`src/rtl/uart_pkg.sv`:
```
// Shared definitions for the UART transmit arbiter: FSM state encoding and default launch timeout.
// Latency: none, this file holds declarations only.
// Backpressure: not applicable.
package uart_pkg;

    localparam logic [1:0] ST_IDLE      = 2'd0;
    localparam logic [1:0] ST_LAUNCH    = 2'd1;
    localparam logic [1:0] ST_WAIT_BUSY = 2'd2;
    localparam logic [1:0] ST_WAIT_DONE = 2'd3;

    localparam int DEFAULT_TIMEOUT = 16;

    typedef enum logic [1:0] {
        IDLE      = ST_IDLE,
        LAUNCH    = ST_LAUNCH,
        WAIT_BUSY = ST_WAIT_BUSY,
        WAIT_DONE = ST_WAIT_DONE
    } arb_state_e;

endpackage

```
`src/rtl/uart_rr_pick.sv`:
```
// Round-robin picker: lowest requester strictly above ptr, else the lowest requester overall.
// Latency: purely combinational.
// Backpressure: none; the caller decides when to act on the pick.
module uart_rr_pick #(
    parameter int NREQ = 4,
    parameter int IW   = $clog2(NREQ)
) (
    input  logic [NREQ-1:0] req,
    input  logic [IW-1:0]   ptr,
    output logic [NREQ-1:0] onehot,
    output logic [IW-1:0]   idx,
    output logic            any
);

    logic [NREQ:0]   upto_ptr;
    logic [NREQ-1:0] above_mask;
    logic [NREQ-1:0] req_above;
    logic [NREQ-1:0] cand;

    // Bits 0..ptr set; everything above ptr is eligible first, then wrap to the bottom.
    assign upto_ptr   = ({{NREQ{1'b0}}, 1'b1} << ({1'b0, ptr} + 1'b1)) - 1'b1;
    assign above_mask = ~upto_ptr[NREQ-1:0];
    assign req_above  = req & above_mask;
    assign cand       = (req_above != '0) ? req_above : req;
    assign onehot     = cand & (~cand + 1'b1);
    assign any        = |req;

    // Encode the one-hot winner into an index.
    always_comb begin
        idx = '0;
        for (int i = 0; i < NREQ; i++) begin
            if (onehot[i]) begin
                idx = IW'(i);
            end
        end
    end

endmodule

```
`src/rtl/uart_tx_arb.sv`:
```
// Arbitrates NREQ byte requesters onto a single UART transmitter and tracks each frame to completion.
// Latency: grant registered 1 cycle after the winning IDLE cycle, tx_valid one cycle after grant.
// Backpressure: one frame in flight; requesters wait in IDLE until done or err ends the frame.
module uart_tx_arb
    import uart_pkg::*;
#(
    parameter int DWIDTH  = 8,
    parameter int NREQ    = 4,
    parameter int TIMEOUT = DEFAULT_TIMEOUT
) (
    input  logic                     clk,
    input  logic                     rst,
    input  logic [NREQ-1:0]          req,
    input  logic [NREQ*DWIDTH-1:0]   req_data,
    input  logic                     tx_busy,
    output logic [NREQ-1:0]          grant,
    output logic [DWIDTH-1:0]        tx_data,
    output logic                     tx_valid,
    output logic [$clog2(NREQ)-1:0]  active_id,
    output logic                     done,
    output logic                     err
);

    localparam int IW = $clog2(NREQ);
    localparam int CW = $clog2(TIMEOUT + 1);
    localparam logic [CW-1:0] CNT_LAST = CW'(TIMEOUT - 1);

    arb_state_e        state_q, state_d;
    logic [NREQ-1:0]   grant_q, grant_d;
    logic [DWIDTH-1:0] tx_data_q, tx_data_d;
    logic              tx_valid_q, tx_valid_d;
    logic [IW-1:0]     active_id_q, active_id_d;
    logic              done_q, done_d;
    logic              err_q, err_d;
    logic [IW-1:0]     ptr_q, ptr_d;
    logic [CW-1:0]     cnt_q, cnt_d;

    logic [NREQ-1:0]   pick_oh;
    logic [IW-1:0]     pick_idx;
    logic              pick_any;

    uart_rr_pick #(
        .NREQ (NREQ),
        .IW   (IW)
    ) u_pick (
        .req    (req),
        .ptr    (ptr_q),
        .onehot (pick_oh),
        .idx    (pick_idx),
        .any    (pick_any)
    );

    // Next-state and registered-output decode; pulses default low every cycle.
    always_comb begin
        state_d     = state_q;
        grant_d     = '0;
        tx_valid_d  = 1'b0;
        done_d      = 1'b0;
        err_d       = 1'b0;
        tx_data_d   = tx_data_q;
        active_id_d = active_id_q;
        ptr_d       = ptr_q;
        cnt_d       = cnt_q;
        case (state_q)
            IDLE: begin
                // tx_busy is deliberately ignored here; a stuck busy is caught by the launch timeout.
                if (pick_any) begin
                    grant_d     = pick_oh;
                    tx_data_d   = req_data[pick_idx*DWIDTH +: DWIDTH];
                    active_id_d = pick_idx;
                    ptr_d       = pick_idx;
                    state_d     = LAUNCH;
                end
            end
            LAUNCH: begin
                tx_valid_d = 1'b1;
                cnt_d      = '0;
                state_d    = WAIT_BUSY;
            end
            WAIT_BUSY: begin
                if (tx_busy) begin
                    state_d = WAIT_DONE;
                end else if (cnt_q >= CNT_LAST) begin
                    err_d   = 1'b1;
                    state_d = IDLE;
                end else begin
                    cnt_d = cnt_q + 1'b1;
                end
            end
            WAIT_DONE: begin
                if (!tx_busy) begin
                    done_d  = 1'b1;
                    state_d = IDLE;
                end
            end
            default: begin
                state_d = IDLE;
            end
        endcase
    end

    // State and output registers; reset wins over any frame in progress.
    always_ff @(posedge clk) begin
        if (rst) begin
            state_q     <= IDLE;
            grant_q     <= '0;
            tx_valid_q  <= 1'b0;
            done_q      <= 1'b0;
            err_q       <= 1'b0;
            tx_data_q   <= '0;
            active_id_q <= '0;
            ptr_q       <= IW'(NREQ - 1);
            cnt_q       <= '0;
        end else begin
            state_q     <= state_d;
            grant_q     <= grant_d;
            tx_valid_q  <= tx_valid_d;
            done_q      <= done_d;
            err_q       <= err_d;
            tx_data_q   <= tx_data_d;
            active_id_q <= active_id_d;
            ptr_q       <= ptr_d;
            cnt_q       <= cnt_d;
        end
    end

    assign grant     = grant_q;
    assign tx_data   = tx_data_q;
    assign tx_valid  = tx_valid_q;
    assign active_id = active_id_q;
    assign done      = done_q;
    assign err       = err_q;

endmodule

```
`config.mk`:
```
export PLATFORM = sky130hd
export DESIGN_NAME = uart_tx_arb
export DESIGN_NICKNAME = d
export VERILOG_FILES = /design/src/rtl/uart_pkg.sv /design/src/rtl/uart_rr_pick.sv /design/src/rtl/uart_tx_arb.sv
export SDC_FILE = /design/constraint.sdc
export NUM_CORES = 1
export LEC_CHECK = 0
export ABC_CLOCK_PERIOD_IN_PS = 2300
export BUFFER_PORTS_ARGS = -buffer_cell sky130_fd_sc_hd__clkbuf_2
export CAP_MARGIN = 20
export CORE_MARGIN = 2
export CORE_UTILIZATION = 45
export CTS_BUF_LIST = sky130_fd_sc_hd__clkbuf_8
export DETAILED_ROUTE_END_ITERATION = 6
export PLACE_DENSITY = 0.76
export SLEW_MARGIN = 30
export SYNTH_ARGS = -nofsm -noshare
export SYNTH_HDL_FRONTEND = slang
export SYNTH_SLANG_ARGS = --single-unit
```
`constraint.sdc`:
```
create_clock -name clk -period 2.3 [get_ports clk]
set_input_delay 0.23 -clock clk [delete_from_list [all_inputs] [get_ports clk]]
set_output_delay 0.23 -clock clk [all_outputs]
set_load 0.02 [all_outputs]
```
==> out/summary.txt, run 1 <==
Critical Path Most Common Cell: ha_1
footprint of the multi-input gates: 734 um^2
Pleak: 0.767 nW
clk slew on worst S/H paths: 0.09 ns
sequential area share after synthesis: 40.0%
RSZ-0062 raised after global routing: false
Synth Instances: 139
Hold Crit Depth: 3
share of flip-flops with an asynchronous set or reset: 0%
number of global-route vias before repair: 1194
FF-to-FF Start: cnt_q[0]
Synth Register Bits: 26
cell area after synthesis: 1300 um^2
layout cells sized above 1: 33.9%
total grt overflow: 0
average wire per standard cell: 13.1 um
routability cong.: 0.838
fin. max-slew vios: 0
# rows: 19
worst setup margin: 0.207 ns
register area: 520 um^2
share of the synthesized area in the top cell type: 40.0%
DIE WIDTH: 57.8 um
fin crit period: 2.09 ns
Peak Freq: 478 MHz
clock tree root driver cell: clkbuf_8
DRC Markers: 0
Hold WC Path Type: input port to register
Period Utilization, post-route: 91.0%
sum of negative setup slack: 0 ns
CP Launch Type: register
pin count of the biggest net entering global routing: 26
Post-synth top cells: dfxtp_1 (26), mux2i_1 (17), a21oi_1 (13)
later-pin clock latency in the skew report: 0.26 ns
kind of critical path: register to register
CP Cell Sequence: ha_1, and3_1, ha_1, or2_2, a2111o_1, nand3_1, o21ai_1, nor2b_1
Iteration-0 DRC Markers: 20
Finished Core Util: 59.7%
WP data arrival: 2.24 ns
WL final: 2.93 mm
cts bufs inserted: 3
Synth area leader: dfxtp_1
VDD IR max: 0.000579 V
Fill cells: 227
slew margin rel.: 69.4%
synth warn: 0
max-cap violations: 0
CP Capture Type: register
hpwl dp: 2.19 mm
Main synth FF type: dfxtp_1
final hold viol count: 0
Syn Nets: 180
Initial Utilization: 47.2%
Max clock buf depth: 2
most numerous cell in the Yosys netlist: dfxtp_1
clock sink count: 26
NumNets Final: 234
Clock Skews: 0.00398 ns
CP max-delay cell: a2111o_1
area growth from synthesis to layout: 26.5%
diode count: 0
vias after detailed routing: 1242
placeable core area: 2760 um^2
total track usage: 18.3%
CP max FO: 5
Crit path largest cell delay: 0.43 ns
CTS H-Tree Depth: 1
DRT Pass-1 Iters: 4
Placement Setup Slack: 0.150 ns
top cells by area, synth: dfxtp_1 (40%), mux2i_1 (13%), o221ai_1 (6.7%)
worst slew pin tran: 0.460 ns
Die Height: 57.8 um
number of synthesized flops with an enable pin: 0
syn_area_per_cell: 9.36 um^2
Final ANT Viol Nets: 0
status: finished, final reports clean
vias per cell: 5.57
first-pass GRT wire length: 4.87 mm
Die ar.: 3340 um^2
Worst EP required: 2.44 ns
# setup viols final: 0
antenna violations before repair: 0
Hold Crit Start: req[2]
pwr/cell area: 732 nW/um^2
R2R cell count: 8
CTS tree: built
Setup crit start: cnt_q[0]
Port Buf Inserts: 55
post-synth cell types: 32
io pins: 56
-- cells in the final DEF (no fill, tap or decap), drive strengths merged --
cell,netlist,routed
o21ai,3,3
mux2i,17,17
a31o,1,1
nand2b,4,4
dfxtp,26,26
nor2b,5,5
a211oi,1,1
a2111o,1,1
buf,5,2
o22ai,1,1
clkbuf,3,59
or3,1,1
and3,3,3
nand2,6,6
nand3,2,2
nor3b,2,2
inv,2,2
a21o,1,1
a211o,3,3
nor2,13,13
o221ai,10,10
nand3b,9,9
a2111oi,1,1
nor4,1,1
a21oi,13,13
ha,2,2
nor3,2,2
or2,1,1
-- critical path, delay by kind of cell (launching register included) --
kind / cells / cell delay [ns]
compound gates: 2 / 0.50
simple gates: 4 / 0.73
fa+ha+maj: 2 / 0.39
flops: 1 / 0.34
-- cell families after synthesis --
| group | Yosys count | share of synthesized area (%) |
|---|---|---|
| muxes | 17 | 13.1 |
| adders and majority gates | 2 | 1.92 |
| DFF | 26 | 40.0 |
| and+or+nand+nor | 49 | 20.8 |
| buffers and inverters | 10 | 5.00 |
| AOI/OAI and AO/OA | 35 | 19.2 |
-- repair_timing --
action,4_1_cts,5_1_grt
buffers inserted,0,0
resized for setup,0,1
hold buffers,0,0
endpoints found under the setup margin,0,1
-- layout make-up --
cell class | count | area share [%]
multi-input combinational | 103 | 44.6
clock buffer | 4 | 3.34
timing repair buffer | 57 | 17.6
sequential | 26 | 31.6
tap | 31 | 2.36
inverter | 2 | 0.456
-- sequential cells by signal, indices dropped and copies added, names as in the netlist --
signal     count
tx_data        8
ptr_q          2
grant          4
cnt_q          5
tx_valid       1
active_id      2
state_q        2
done           1
err            1
-- metrics by stage --
stage / hold WS (ns) / area, um^2 / total power, mW / cells
floorplan: 0.344 / 1300 / 0.817 / 139
global placement: 0.464 / 1580 / 0.909 / 219
detailed placement: 0.486 / 1580 / 0.925 / 219
CTS: 0.222 / 1630 / 1.21 / 223
global route: 0.238 / 1650 / 1.28 / 223
finish: 0.231 / 1650 / 1.21 / 223
-- path summary, 6_finish.rpt --
path,endpoint,slack (ns)
setup / recovery,cnt_q[0],0.21
setup reg to reg,cnt_q[0],0.21
hold reg to reg,active_id[1],0.51
hold / removal,grant[2],0.23
-- layer usage --
layer,global-route usage (%),part of all wire [%],vias to the layer above
met5,0,0,-
met4,6.31,0.62,0
met3,4.46,8.2,4
met2,32.3,48,54
met1,21.5,43,563
li1,-,-,621
-- power breakdown --
| group | internal, mW | leakage [nW] | switching [mW] |
|---|---|---|---|
| registers | 0.504 | 0.213 | 0.0446 |
| logic | 0.159 | 0.525 | 0.207 |
| clock network | 0.153 | 0.0288 | 0.138 |
Note: power is estimated with default switching activity, not from simulation.
==> inputs of run 2 (changes only) <==
Settings changed: CORE_MARGIN 2 to unset.
==> run 2 against run 1 <==
Compared with the run above:
- via count fell by 1.9%
- register-to-register slack barely moved
- largest power group unchanged
- count of clock-buffer cells in the layout fell by 1
- critical path type unchanged
==> out/summary.txt, run 2 (same netlist as run 1, synthesis figures left out) <==
CP Launch Type: register
io pins: 56 (unchanged)
RSZ-0062 raised after global routing: false
worst hold margin: 0.226 ns (-0.00457 ns)
Pleak: 0.760 nW (-0.94%)
CP Capture Type: register
CP Cell Sequence: ha_1, and3_1, ha_1, or2_2, a2111oi_4, a21oi_1, a21oi_1, a211oi_1
worst slew pin tran: 0.443 ns (-0.0166 ns)
DIE WIDTH: 55.8 um (-3.5%)
reg2reg end: cnt_q[2]
Crit path largest cell delay: 0.37 ns (-0.06 ns)
CTS H-Tree Depth: 1 (unchanged)
Iteration-0 DRC Markers: 37 (+85%)
Clock Skews: 0.00179 ns (-0.00219 ns)
Period Utilization, post-route: 91.0% (about the same)
total power: 1.16 mW (-3.7%)
# rows: 19 (unchanged)
CP max-delay cell: a2111oi_4
max reg flops: 8 (unchanged)
DRC Markers: 0 (unchanged)
VDD IR max: 0.000498 V (-14%)
status: finished, final reports clean
Max clock buf depth: 2 (unchanged)
slack of the worst reg-to-reg path: 0.21 ns (about the same)
clock sink count: 26 (unchanged)
WP data arrival: 2.23 ns (about the same)
Hold Crit Depth: 3 (unchanged)
total track usage: 19.0% (+0.73 points)
sum of negative setup slack: 0 ns (unchanged)
fin. max-slew vios: 0 (unchanged)
cts bufs inserted: 3 (unchanged)
slew margin rel.: 70.5% (+1.1 points)
worst setup margin: 0.207 ns (-0.000116 ns)
most frequent cells in the layout: clkbuf_2 (55), dfxtp_1 (26), mux2i_1 (17)
routability cong.: 0.866 (+3.4%)
diode count: 0 (unchanged)
DRT Pass-1 Iters: 4 (unchanged)
final hold viol count: 0 (unchanged)
Worst Setup EP: cnt_q[2]
first-pass GRT wire length: 4.88 mm (+0.14%)
antenna violations before repair: 0 (unchanged)
WP depth: 8 (unchanged)
WL final: 2.84 mm (-2.9%)
number of global-route vias before repair: 1173 (-1.8%)
NumNets Final: 234 (unchanged)
Final ANT Viol Nets: 0 (unchanged)
Port Buf Inserts: 55 (unchanged)
CP bufs+invs: 0 (unchanged)
placeable core area: 2760 um^2 (unchanged)
total grt overflow: 0 (unchanged)
R2R cell count: 8 (unchanged)
CP top delay family: compound AO/OA/AOI/OAI gates
FF-to-FF Start: cnt_q[0]
vias per cell: 5.49 (-1.5%)
most common cell after layout, fill and taps aside: clkbuf_2
CTS tree: built
later-pin clock latency in the skew report: 0.26 ns (about the same)
Die Height: 55.8 um (-3.5%)
Worst EP required: 2.43 ns (about the same)
max-cap violations: 0 (unchanged)
clock tree root driver cell: clkbuf_8
kind of critical path: register to register
Placement Setup Slack: 0.125 ns (-0.0249 ns)
pwr/cell area: 712 nW/um^2 (-2.9%)
area growth from synthesis to layout: 25.5%
vias after detailed routing: 1218 (-1.9%)
fin crit period: 2.09 ns (+0.000116 ns)
Hold WC Path Type: input port to register
Die ar.: 3110 um^2 (-6.8%)
clk slew on worst S/H paths: 0.09 ns (about the same)
hpwl dp: 2.11 mm (-3.3%)
pin count of the biggest net entering global routing: 26 (unchanged)
Setup crit start: cnt_q[0]
layout cells sized above 1: 33.5% (-0.35 points)
Initial Utilization: 47.2% (unchanged)
# setup viols final: 0 (unchanged)
CP max FO: 4 (-1)
hold_buf cts: 0 (unchanged)
Peak Freq: 478 MHz (about the same)
average wire per standard cell: 12.8 um (-2.5%)
==> run 2: cell types whose count changed in the layout (fill, tap and decap cells not counted), sizes merged <==
cell    previous run  this run
clkbuf            59        58
==> run 2: layout make-up <==
type,count,area (um^2)
Clock buffer,3,41.3
Multi-Input combinational cell,103,734
Fill cell,242,1120
Timing Repair Buffer,57,290
Sequential cell,26,520
Tap cell,31,38.8
Inverter,2,7.51
==> run 2: how the worst min path moves through the flow <==
stage                  start          to
finish               tx_busy  state_q[0]
global placement    cnt_q[1]    cnt_q[1]
floorplan             req[2]    grant[2]
detailed placement  cnt_q[1]    cnt_q[1]
global route         tx_busy  state_q[0]
CTS                  tx_busy  state_q[0]
==> run 2: report_power, final <==
part	internal (mW)	switching (mW)	leakage, nW
logic	0.159	0.204	0.525
registers	0.504	0.0447	0.213
clock network	0.117	0.132	0.0216
total	0.781	0.381	0.760
==> run 2: metrics by stage <==
step                cells  area, um^2  utilization [%]
floorplan             139        1300                -
global placement      219        1580             57.3
detailed placement    219        1580             57.3
CTS                   222        1620             58.8
global route          222        1630             59.2
finish                222        1630             59.2
==> run 2: repair_timing <==
action | in CTS | in global routing
gates resized for setup | 0 | 1
buffers inserted | 0 | 0
endpoints found under the setup margin | 0 | 1
==> run 2: per-layer routing <==
layer / wire (um) / track usage, % / vias to the layer above
met3: 138 / 3.72 / 2
met4: 13 / 5.00 / 0
met2: 1360 / 32.7 / 41
met1: 1330 / 24.3 / 552
li1: - / - / 623
met5: 0 / 0 / -
==> run 2: tightest hold or removal path, cell delays in order <==
cell,delay [ns]
clkbuf_2,0.09
nand2_1,0.06
a21oi_1,0.06
